<file path="config.mk">
export PLATFORM = sky130hd
export DESIGN_NAME = smc_seq
export DESIGN_NICKNAME = d
export VERILOG_FILES = /design/src/rtl/smc_pkg.sv /design/src/rtl/smc_dev_eval.sv /design/src/rtl/smc_seq.sv
export SDC_FILE = /design/constraint.sdc
export NUM_CORES = 1
export LEC_CHECK = 0
export BUFFER_PORTS_ARGS = -buffer_cell sky130_fd_sc_hd__buf_2
export CAP_MARGIN = 25
export CORE_ASPECT_RATIO = 0.7
export CORE_MARGIN = 3
export CORE_UTILIZATION = 40
export DETAILED_ROUTE_END_ITERATION = 10
export HOLD_SLACK_MARGIN = 0.02
export PLACE_DENSITY = 0.61
export SLEW_MARGIN = 20
export SYNTH_ARGS = -nofsm -noshare
export SYNTH_HDL_FRONTEND = slang
export SYNTH_HIERARCHICAL = 1
export SYNTH_SLANG_ARGS = --single-unit
</file>
<file path="constraint.sdc">
create_clock -name clk -period 15.3 [get_ports clk]
set_input_delay 0.765 -clock clk [delete_from_list [all_inputs] [get_ports clk]]
set_output_delay 0.765 -clock clk [all_outputs]
set_load 0.01 [all_outputs]
</file>
<file path="src/rtl/smc_pkg.sv">
// smc_pkg -- shared constants, FSM state type and the /3 helper for smc_seq.
//
// Build option: SMC_SEQ_ROUND_EN
//   defined   : every /3 rounds to nearest, computed as (x + 1) / 3
//   undefined : floor division (default)
package smc_pkg;

    localparam int VTH     = 1;   // threshold voltage
    localparam int NUM_DEV = 6;   // devices per frame
    localparam int VAL_W   = 7;   // per-device value width (max 84)
    localparam int OUT_W   = 10;  // result width (max 1008)
    localparam int CNT_W   = 3;   // beat counter width
    localparam int NUM_W   = 10;  // width of the pre-division numerator

    // Weights applied to the selected triple a >= b >= c in current mode.
    localparam int WT_A = 3;
    localparam int WT_B = 4;
    localparam int WT_C = 5;

    // Bit positions inside the 2-bit mode word.
    localparam int MODE_CUR   = 0;  // 1: drain current, 0: gm
    localparam int MODE_LARGE = 1;  // 1: larger three, 0: smaller three

    typedef enum logic [1:0] {
        IDLE    = 2'd0,
        COLLECT = 2'd1,
        SUM     = 2'd2,
        OUT     = 2'd3
    } state_t;

    function automatic logic [NUM_W-1:0] div3(input logic [NUM_W-1:0] x);
`ifdef SMC_SEQ_ROUND_EN
        return (x + NUM_W'(1)) / NUM_W'(3);
`else
        return x / NUM_W'(3);
`endif
    endfunction

endpackage

</file>
<file path="src/rtl/smc_dev_eval.sv">
// smc_dev_eval -- combinational evaluation of one MOSFET descriptor.
// Picks cutoff / triode / saturation and returns drain current or gm,
// divided by 3 (floor, or round-to-nearest under SMC_SEQ_ROUND_EN).
//
// Ports:
//   W           in  3  device width
//   V_GS        in  3  gate-source voltage
//   V_DS        in  3  drain-source voltage
//   sel_current in  1  1: drain current, 0: transconductance
//   val         out 7  evaluated value
module smc_dev_eval
    import smc_pkg::*;
(
    input  logic [2:0]       W,
    input  logic [2:0]       V_GS,
    input  logic [2:0]       V_DS,
    input  logic             sel_current,
    output logic [VAL_W-1:0] val
);

    logic [NUM_W-1:0] w_x, vgs_x, vds_x, vov_x, num;
    logic             cutoff, triode;

    always_comb begin
        w_x    = NUM_W'(W);
        vgs_x  = NUM_W'(V_GS);
        vds_x  = NUM_W'(V_DS);
        vov_x  = vgs_x - NUM_W'(VTH);     // only meaningful when not in cutoff
        cutoff = (vgs_x <= NUM_W'(VTH));
        triode = (vov_x > vds_x);

        num = '0;
        if (!cutoff) begin
            if (triode) begin
                // vov > vds here, so 2*vov*vds - vds^2 cannot go negative
                num = sel_current ? w_x * (NUM_W'(2) * vov_x * vds_x - vds_x * vds_x)
                                  : NUM_W'(2) * w_x * vds_x;
            end else begin
                num = sel_current ? w_x * vov_x * vov_x
                                  : NUM_W'(2) * w_x * vov_x;
            end
        end
        val = VAL_W'(div3(num));
    end

endmodule

</file>
<file path="src/rtl/smc_seq.sv">
// smc_seq -- streamed SMC calculator. Takes six device descriptors, one per
// in_valid beat (mode latched on beat 0), keeps their values in a descending
// insertion-sorted array, then emits a weighted sum of the larger or smaller
// three as a one-cycle out_valid pulse two edges after the last beat.
//
// Build option: SMC_SEQ_ROUND_EN (round-to-nearest /3, see smc_pkg).
//
// Ports:
//   clk       in  1   clock, rising edge
//   rst_n     in  1   asynchronous active-low reset
//   in_valid  in  1   descriptor beat present
//   mode      in  2   bit0 current/gm, bit1 larger/smaller three (beat 0 only)
//   W         in  3   device width
//   V_GS      in  3   gate-source voltage
//   V_DS      in  3   drain-source voltage
//   out_valid out 1   result valid, one cycle per frame
//   out_n     out 10  result, 0 while out_valid is low
module smc_seq
    import smc_pkg::*;
(
    input  logic             clk,
    input  logic             rst_n,
    input  logic             in_valid,
    input  logic [1:0]       mode,
    input  logic [2:0]       W,
    input  logic [2:0]       V_GS,
    input  logic [2:0]       V_DS,
    output logic             out_valid,
    output logic [OUT_W-1:0] out_n
);

    state_t                         state_q, state_d;
    logic [CNT_W-1:0]               cnt_q, cnt_d;
    logic [1:0]                     mode_q, mode_d;
    logic [NUM_DEV-1:0][VAL_W-1:0]  arr_q, arr_d;
    logic [OUT_W-1:0]               sum_q, sum_d;
    logic                           out_valid_q, out_valid_d;
    logic [OUT_W-1:0]               out_n_q, out_n_d;

    logic             accept, sel_cur, last_beat;
    logic [VAL_W-1:0] dev_val;
    logic [CNT_W-1:0] pos;
    logic [VAL_W-1:0] a, b, c;
    logic [OUT_W-1:0] res;

    assign accept    = in_valid && (state_q == IDLE || state_q == COLLECT);
    assign last_beat = (cnt_q == CNT_W'(NUM_DEV - 1));
    // On beat 0 mode is not latched yet, so use the live input.
    assign sel_cur   = (state_q == IDLE) ? mode[MODE_CUR] : mode_q[MODE_CUR];

    smc_dev_eval u_eval (
        .W           (W),
        .V_GS        (V_GS),
        .V_DS        (V_DS),
        .sel_current (sel_cur),
        .val         (dev_val)
    );

    // ---------------- FSM: state register ----------------
    always_ff @(posedge clk or negedge rst_n) begin
        if (!rst_n) state_q <= IDLE;
        else        state_q <= state_d;
    end

    // ---------------- FSM: next state ----------------
    always_comb begin
        state_d = state_q;
        case (state_q)
            IDLE:    if (in_valid) state_d = COLLECT;
            COLLECT: if (in_valid && last_beat) state_d = SUM;
            SUM:     state_d = OUT;
            OUT:     state_d = IDLE;
            default: state_d = IDLE;
        endcase
    end

    // ---------------- FSM: outputs (registered below) ----------------
    always_comb begin
        out_valid_d = (state_q == OUT);
        out_n_d     = (state_q == OUT) ? sum_q : '0;
    end

    // ---------------- Datapath: counter, mode, sorted insert ----------------
    always_comb begin
        cnt_d  = cnt_q;
        mode_d = mode_q;
        arr_d  = arr_q;

        // Insert position = number of filled entries >= new value, which
        // places the new value after equal ones (arrival order on ties).
        pos = '0;
        for (int i = 0; i < NUM_DEV; i++) begin
            if (CNT_W'(i) < cnt_q && arr_q[i] >= dev_val) pos = pos + CNT_W'(1);
        end

        if (accept) begin
            if (state_q == IDLE) mode_d = mode;
            cnt_d = last_beat ? '0 : cnt_q + CNT_W'(1);

            // Entries past the fill level may hold stale data; they are
            // overwritten by the time all six beats have been inserted.
            arr_d[0] = (pos == '0) ? dev_val : arr_q[0];
            for (int i = 1; i < NUM_DEV; i++) begin
                if (CNT_W'(i) < pos)       arr_d[i] = arr_q[i];
                else if (CNT_W'(i) == pos) arr_d[i] = dev_val;
                else                       arr_d[i] = arr_q[i-1];
            end
        end
    end

    // ---------------- Datapath: weighted sum ----------------
    always_comb begin
        if (mode_q[MODE_LARGE]) begin
            a = arr_q[0]; b = arr_q[1]; c = arr_q[2];
        end else begin
            a = arr_q[3]; b = arr_q[4]; c = arr_q[5];
        end
        if (mode_q[MODE_CUR])
            res = OUT_W'(WT_A) * OUT_W'(a) + OUT_W'(WT_B) * OUT_W'(b) + OUT_W'(WT_C) * OUT_W'(c);
        else
            res = OUT_W'(a) + OUT_W'(b) + OUT_W'(c);
        sum_d = (state_q == SUM) ? res : sum_q;
    end

    always_ff @(posedge clk or negedge rst_n) begin
        if (!rst_n) begin
            cnt_q       <= '0;
            mode_q      <= '0;
            arr_q       <= '0;
            sum_q       <= '0;
            out_valid_q <= 1'b0;
            out_n_q     <= '0;
        end else begin
            cnt_q       <= cnt_d;
            mode_q      <= mode_d;
            arr_q       <= arr_d;
            sum_q       <= sum_d;
            out_valid_q <= out_valid_d;
            out_n_q     <= out_n_d;
        end
    end

    assign out_valid = out_valid_q;
    assign out_n     = out_n_q;

endmodule

</file>
==> flow_metrics.env, run 1 <==
export IMPL_maxCapViolCount=0
export IMPL_fmaxAchievable_ghz=0.0698
export IMPL_finalHoldViolCount=0
export IMPL_antenna_left=0
export IMPL_reg2reg_to="arr_q[15]"
export IMPL_syn_inst=1159
export IMPL_clk_pin_slew_ns=0.06
export IMPL_fin_crit_sh=0.937
export IMPL_core_area_mm2=0.0248
export IMPL_area_delta_synth_final_pct=8.57
export IMPL_critPathMaxFanout=15
export IMPL_yosysSeqAreaShare=0.173
export IMPL_min_delay_start="sum_q[5]"
export IMPL_die_w_um=196
export IMPL_fp_dieH_um=139
export IMPL_worst_ep_arrival_time_ns=14.57
export IMPL_insertion_delay_ns=0.34
export IMPL_synth_most_common_cell="ha_1"
export IMPL_holdPathStages=1
export IMPL_r2r_slack_ns=5.30
export IMPL_drt_iter0_markers=630
export IMPL_crit_slowest_cell="fa_1"
export IMPL_layout_nets=1406
export IMPL_setup_tns_ns=0
export IMPL_synth_edf_count=0
export IMPL_yosysTopAreaCell="ha_1"
export IMPL_synthArstFlopShare=1.00
export IMPL_crit_required_ns=15.53
export IMPL_vias_per_cell=5.52
export IMPL_io_pins=25
export IMPL_portBuffers=24
export IMPL_synthFlopType="dfrtp_1"
export IMPL_synth_top_area_frac=0.185
export IMPL_grt_pass1_wl_um=42100
export IMPL_startpoint="V_GS[0]"
export IMPL_synth_cell_type_count=87
export IMPL_ys_ff_latch=70
export IMPL_fillers=2386
export IMPL_finalSetupViolCount=0
export IMPL_drcViolationCount=0
export IMPL_crit_reg2reg_launch="state_q[0]"
export IMPL_netlist_area_mm2=0.0101
export IMPL_hold_worst_slack_ns=0.477
export IMPL_antenna_found_initial=0
export IMPL_rsz0062_at_grt="no"
export IMPL_yosys_warnings=6
export IMPL_dieArea_mm2=0.0273
export IMPL_fin_crit_ns=14.33
export IMPL_critPathCaptureType="register"
export IMPL_dp_hpwl_um=19800
export IMPL_yosys_top_cells_area="ha_1, dfrtp_1, fa_1, inv_1, nand2_1"
export IMPL_max_stage_delay_ns=0.55
export IMPL_report_final_slew_viol_count=0
export IMPL_htreeDepth=3
export IMPL_worst_pin_slew_ns=0.946
export IMPL_synth_avg_cell_area_um2=8.74
export IMPL_root_buffer="clkbuf_16"
export IMPL_first_pass_iters=5
export IMPL_synth_nets=1386
export IMPL_hold_class="register to register"
export IMPL_worstSetupStartpointType="input port"
export IMPL_slew_headroom=0.369
export IMPL_diodes=0
export IMPL_start_util=0.408
export IMPL_route_vias_total=8332
export IMPL_grt_max_degree=71
export IMPL_drive_gt1_frac=0.107
export IMPL_wl_per_cell_um=16.5
export IMPL_num_rows=48
export IMPL_status="complete, no violations"
export IMPL_tritoncts="built"
export IMPL_gp_congestion=0.906
export IMPL_clk_path_buf_depth=2
export IMPL_cts_hold_buf=0
export IMPL_routed_wl_um=25000
export IMPL_grt_usage=0.187
export IMPL_cts_buffers=9
export IMPL_finalClockSkew_ns=0.00626
export IMPL_crit_top_cell="ha_1"
export IMPL_grt_pass1_vias=8017
export IMPL_synth_common_cells="ha_1, inv_1, nand2_1"
export IMPL_clock_sinks=70
export IMPL_whs_endpoint="out_n[5]"
export IMPL_critPathKind="input port to register"
export IMPL_r2r_cells=43
export IMPL_grt_overflow_total=0
[per-layer routing]
layer	part of all wire	GRT usage	up-vias	routed length [um]
met1	0.56	0.313	4044	13900
met5	0	0	-	0
met4	0.0036	0.0281	0	90
met3	0.056	0.0270	10	1390
met2	0.38	0.252	226	9570
li1	-	-	4052	-
[through the flow]
stage                     setup WS, ns  cell area (um2)  cells  utilization
final                            0.968            11000   1509        0.443
after global routing           0.00758            11000   1509        0.443
after CTS                        0.480            11000   1508        0.442
after detailed placement         0.179            10700   1492        0.430
after global placement           0.251            10700   1492        0.430
after floorplan                   1.55            10100   1159            -
[placed cells by master (no fill, tap or decap), types with 17 or more instances in the layout]
cell	netlist	layout
ha_1	150	149
o21ai_0	45	45
nand2b_1	18	18
dfrtp_1	70	70
xnor2_1	32	31
fa_1	63	63
nor2_1	97	96
a21o_1	17	17
buf_4	1	20
nor2b_1	24	24
a21oi_1	64	64
and2_1	24	23
inv_1	134	134
mux2_2	25	25
buf_2	4	22
nand2_1	98	96
mux2i_1	30	30
[how the worst max path moves through the flow]
stage / to / slack [ns] / cells after the start
after floorplan: arr_q[41] / 1.55 / 59
after global placement: arr_q[36] / 0.25 / 56
after detailed placement: arr_q[36] / 0.18 / 56
after CTS: arr_q[36] / 0.48 / 56
after global routing: arr_q[15] / 0.008 / 59
final: arr_q[15] / 0.97 / 58
[sequential cells by signal (all words and copies together) (netlist names)]
signal     cells
out_valid      1
out_n         10
state_q        2
mode_q         2
sum_q         10
cnt_q          3
arr_q         42
[area by class of cell]
cell class                 instances  area (um2)  share of cell area
multi-input combinational        917        7750               0.704
sequential                        70        1750               0.159
inverter                         137         514              0.0468
tap                              325         407              0.0370
timing repair buffer              44         288              0.0262
clock buffer                      10         229              0.0208
clock inverter                     6        62.6             0.00569
[critical path, delay by kind of cell]
kind	cells	cell delay, ns
compound gates	14	2.99
xor+xnor	4	1.22
fa+ha+maj	16	5.70
buf+inv	8	1.11
mux	2	0.59
simple gates	14	2.17
[what timing repair did]
action	in CTS	in global routing
endpoints found under the setup margin	0	42
buffers inserted	0	1
resized for setup	0	12
[cells by family (layout without fill, tap and decap cells)]
group,Yosys count,after routing,share of synthesized area
flops,70,70,0.173
mux,56,56,0.0589
buf+inv,172,197,0.0646
compound gates,256,256,0.175
simple gates,339,339,0.165
xor+xnor,53,53,0.0541
fa+ha+maj,213,213,0.310
Power of run 1 is left out: the tool's default activity adds up to more than one toggle a clock period on the data nets, which glitch-free logic cannot reach.
==> run 2, diff against run 1 <==
REMOVE_ABC_BUFFERS = 1   (was not set)
==> run 2 against run 1 <==
Against the previous run:
- die area is the same
- utilization grew 0.33 points
- critical path depth is the same
- hold slack lost 0.18 ns
- register-to-register slack gained 0.10 ns
- cell area grew 0.74%
- sequential share of layout area shrank 0.12 points
- setup slack gained 0.0067 ns
- final cell count grew 0.13%
- fmax is essentially flat
- flip-flop and latch count is the same
- via count shrank 0.42%
==> flow_metrics.env, run 2 (synthesis gave the netlist of run 1 again) <==
export IMPL_dp_hpwl_um=20200
export IMPL_mostFrequentLayoutCells="ha_1, inv_1, nor2_1, nand2_1, dfrtp_1"
export IMPL_start_util=0.408
export IMPL_grt_max_degree=71
export IMPL_fin_crit_ns=14.33
export IMPL_portBuffers=24
export IMPL_crit_top_cell="ha_1"
export IMPL_critPathCaptureType="register"
export IMPL_drive_gt1_frac=0.111
export IMPL_num_rows=48
export IMPL_critPathMaxFanout=21
export IMPL_fmaxAchievable_ghz=0.0698
export IMPL_grt_overflow_total=0
export IMPL_rsz0062_at_grt="no"
export IMPL_final_common_cell="ha_1"
export IMPL_finalSetupViolCount=0
export IMPL_first_pass_iters=5
export IMPL_finalHoldViolCount=0
export IMPL_slew_headroom=0.423
export IMPL_wl_per_cell_um=16.8
export IMPL_layout_nets=1408
export IMPL_crit_slowest_cell="a2111o_1"
export IMPL_hold_class="input port to async pin"
export IMPL_route_vias_total=8297
export IMPL_largest_register_ff_count=42
export IMPL_diodes=0
export IMPL_insertion_delay_ns=0.34
export IMPL_antenna_left=0
export IMPL_crit_required_ns=15.53
export IMPL_core_area_mm2=0.0248
export IMPL_max_stage_delay_ns=0.59
export IMPL_fp_dieH_um=139
export IMPL_clk_pin_slew_ns=0.06
export IMPL_fin_crit_sh=0.936
export IMPL_clk_path_buf_depth=2
export IMPL_htreeDepth=3
export IMPL_finalClockSkew_ns=0.00986
export IMPL_routed_wl_um=25400
export IMPL_drt_iter0_markers=671
export IMPL_cts_buffers=9
export IMPL_grt_pass1_wl_um=43300
export IMPL_antenna_found_initial=0
export IMPL_status="complete, no violations"
export IMPL_regMostFlops="arr_q"
export IMPL_die_w_um=196
export IMPL_dieArea_mm2=0.0273
export IMPL_worst_ep_arrival_time_ns=14.55
export IMPL_worstSetupStartpointType="input port"
export IMPL_gp_congestion=0.876
export IMPL_maxCapViolCount=0
export IMPL_report_final_slew_viol_count=0
export IMPL_cts_hold_buf=0
export IMPL_hold_worst_slack_ns=0.297
export IMPL_vias_per_cell=5.49
export IMPL_worst_pin_slew_ns=0.862
export IMPL_area_delta_synth_final_pct=9.37
export IMPL_root_buffer="clkbuf_16"
export IMPL_grt_pass1_vias=8166
export IMPL_grt_usage=0.193
export IMPL_critPathKind="input port to register"
export IMPL_clock_sinks=70
export IMPL_io_pins=25
export IMPL_drcViolationCount=0
export IMPL_tritoncts="built"
[run 2: area by class of cell]
class                           instances  area, um2
Clock buffer                            9        225
Clock inverter                          7       98.8
Fill cell                            2441      13700
Inverter                              137        518
Multi-Input combinational cell        917       7760
Sequential cell                        70       1750
Tap cell                              325        407
Timing Repair Buffer                   46        323
[run 2: routing by layer]
layer  up-vias  wire, um  global-route usage
met5         -         0                   0
met4         0       112              0.0225
li1       4066         -                   -
met2       211      9730               0.258
met1      4012     13900               0.328
met3         8      1620              0.0265
[run 2: worst max-delay path, delay by kind of cell]
family,cells,cell delay (ns)
adders and majority gates,16,5.65
AOI/OAI and AO/OA,12,2.78
and+or+nand+nor,15,2.27
xor gates and xnor gates,5,1.29
buffers and inverters,7,1.13
muxes,3,0.67
[run 2: what timing repair did]
action,in CTS,in global routing
resized for setup,0,16
setup endpoints to repair,0,42
setup buffers,0,1
[run 2: stage by stage]
| step | setup TNS, ns | instances | instance area [um2] | utilization | worst slack, ns |
|---|---|---|---|---|---|
| 6_report | 0 | 1511 | 11100 | 0.447 | 0.975 |
| 4_1_cts | 0 | 1509 | 11000 | 0.443 | 0.306 |
| 3_3_place_gp | 0 | 1493 | 10700 | 0.430 | 0.158 |
| 3_5_place_dp | -0.0468 | 1493 | 10700 | 0.430 | -0.0300 |
| 2_1_floorplan | 0 | 1124 | 9990 | - | 1.20 |
| 5_1_grt | 0 | 1511 | 11100 | 0.447 | 0.0172 |
[run 2: path summary, 6_finish.rpt]
check | from | endpoint | slack [ns] | cells after the start
min | rst_n | out_n[2] | 0.30 | 1
max reg2reg | state_q[0] | arr_q[7] | 5.40 | 43
max | V_GS[0] | arr_q[7] | 0.97 | 58
min in group clk | sum_q[3] | out_n[3] | 0.48 | 1
min reg2reg | sum_q[3] | out_n[3] | 0.48 | 1
max in group asynchronous | rst_n | arr_q[18] | 14.44 | 2
Power of run 2 is left out for the same reason.
==> run 3, diff against run 2 <==
clock period = 16.05 ns   (was 15.3 ns; I/O delays follow)
==> run 3 against run 2 <==
Against the previous run:
- die area stayed put
- sequential share of layout area is 0.081 points higher
- utilization is 0.23 points lower
- routed wire length is 2.0% lower
- count of clock-buffer cells in the layout stayed put
- final cell count is 0.13% higher
- critical path depth is 2 higher
- via count is 0.98% lower
- global-route usage is 0.79 points lower
- hold slack better by 0.13 ns
- setup slack better by 0.091 ns
- register-to-register slack better by 0.47 ns
==> flow_metrics.env, run 3 (synthesis gave the netlist of run 1 again) <==
export IMPL_cts_buffers=9
export IMPL_final_common_cell="ha_1"
export IMPL_finalSetupViolCount=0
export IMPL_grt_max_degree=71
export IMPL_reg2reg_to="arr_q[5]"
export IMPL_area_delta_synth_final_pct=8.82
export IMPL_dieArea_mm2=0.0273
export IMPL_setup_tns_ns=0
export IMPL_dp_hpwl_um=20200
export IMPL_fin_crit_sh=0.934
export IMPL_crit_required_ns=16.27
export IMPL_startpoint="V_GS[0]"
export IMPL_mostFrequentLayoutCells="ha_1, inv_1, nand2_1, nor2_1, dfrtp_1"
export IMPL_largest_register_ff_count=42
export IMPL_routed_wl_um=24800
export IMPL_fmaxAchievable_ghz=0.0667
export IMPL_portBuffers=24
export IMPL_vias_per_cell=5.43
export IMPL_first_pass_iters=5
export IMPL_fin_crit_ns=14.98
export IMPL_regMostFlops="arr_q"
export IMPL_die_w_um=196
export IMPL_insertion_delay_ns=0.34
export IMPL_layout_nets=1410
export IMPL_max_stage_delay_ns=0.60
export IMPL_core_area_mm2=0.0248
export IMPL_grt_overflow_total=0
export IMPL_crit_top_cell="ha_1"
export IMPL_hold_class="input port to async pin"
export IMPL_r2r_slack_ns=5.87
export IMPL_wl_per_cell_um=16.4
export IMPL_critPathMaxFanout=14
export IMPL_report_final_slew_viol_count=0
export IMPL_maxCapViolCount=0
export IMPL_crit_slowest_cell="a2111o_1"
export IMPL_io_pins=25
export IMPL_slew_headroom=0.511
export IMPL_clk_path_buf_depth=2
export IMPL_fp_dieH_um=139
export IMPL_finalHoldViolCount=0
export IMPL_tritoncts="built"
export IMPL_worst_pin_slew_ns=0.731
export IMPL_clock_sinks=70
export IMPL_fillers=2413
export IMPL_root_buffer="clkbuf_16"
export IMPL_postCtsSetupBuffers=0
export IMPL_grt_usage=0.185
export IMPL_worstSetupStartpointType="input port"
export IMPL_diodes=0
export IMPL_route_vias_total=8216
export IMPL_antenna_found_initial=1
export IMPL_critPathKind="input port to register"
export IMPL_antenna_left=0
export IMPL_r2r_cells=42
export IMPL_drcViolationCount=0
export IMPL_finalClockSkew_ns=0.00809
export IMPL_drt_iter0_markers=566
export IMPL_drive_gt1_frac=0.103
export IMPL_worst_ep_arrival_time_ns=15.21
export IMPL_clk_pin_slew_ns=0.06
export IMPL_gp_congestion=0.887
export IMPL_grt_pass1_wl_um=41500
export IMPL_rsz0062_at_grt="no"
export IMPL_num_rows=48
export IMPL_htreeDepth=3
export IMPL_start_util=0.408
export IMPL_status="complete, no violations"
export IMPL_grt_pass1_vias=7807
export IMPL_crit_reg2reg_launch="state_q[0]"
export IMPL_critPathCaptureType="register"
==> run 3: changes by cell type in the layout (fill, tap and decap cells not counted), moves of 2 or more <==
cell	before	now
and3_1	13	15
buf_4	21	24
a21boi_0	3	5
nand2_1	96	98
nand2_2	2	0
==> run 3: critical path: cells and delay by family <==
family	cells	cell delay [ns]
AO/OA/AOI/OAI	12	3.15
XOR/XNOR	6	1.68
adder cells (fa/ha/maj)	14	4.61
buffers and inverters	7	0.93
multiplexers	4	1.07
AND/OR/NAND/NOR	17	2.94
==> run 3: metrics by stage <==
step                instances  cell area, um2  hold WS, ns   util  worst slack, ns
finish                   1513           11000        0.424  0.444             1.07
global route             1513           11000        0.457  0.444          0.00185
CTS                      1512           11000        0.484  0.443             1.05
detailed placement       1496           10700        0.470  0.431            0.745
global placement         1496           10700        0.466  0.431             1.08
floorplan                1124            9990        0.458      -             1.92
==> run 3: area by class of cell <==
| cell class | count | area [um2] | area share |
|---|---|---|---|
| Clock inverter | 7 | 75.1 | 0.00681 |
| Tap cell | 325 | 407 | 0.0369 |
| Sequential cell | 70 | 1750 | 0.159 |
| Inverter | 137 | 514 | 0.0466 |
| Multi-Input combinational cell | 917 | 7740 | 0.702 |
| Timing Repair Buffer | 48 | 315 | 0.0286 |
| Clock buffer | 9 | 225 | 0.0204 |
==> run 3: worst max path at each step <==
stage,endpoint,slack [ns]
2_1_floorplan,arr_q[12],1.92
3_3_place_gp,arr_q[18],1.08
3_5_place_dp,arr_q[17],0.74
4_1_cts,arr_q[17],1.05
5_1_grt,arr_q[1],0.002
6_report,arr_q[5],1.07
==> run 3: metal layers <==
layer | wire length, um | GRT usage | up-vias
li1 | - | - | 4073
met3 | 1640 | 0.0389 | 12
met5 | 13 | 0 | -
met4 | 74 | 0.0172 | 2
met1 | 13600 | 0.307 | 3947
met2 | 9480 | 0.249 | 182
==> run 3: timing repair <==
item / 4_1_cts / 5_1_grt
endpoints found under the setup margin: 0 / 11
resized for setup: 0 / 1
hold buffers: 0 / 0
Power of run 3 is left out for the same reason.
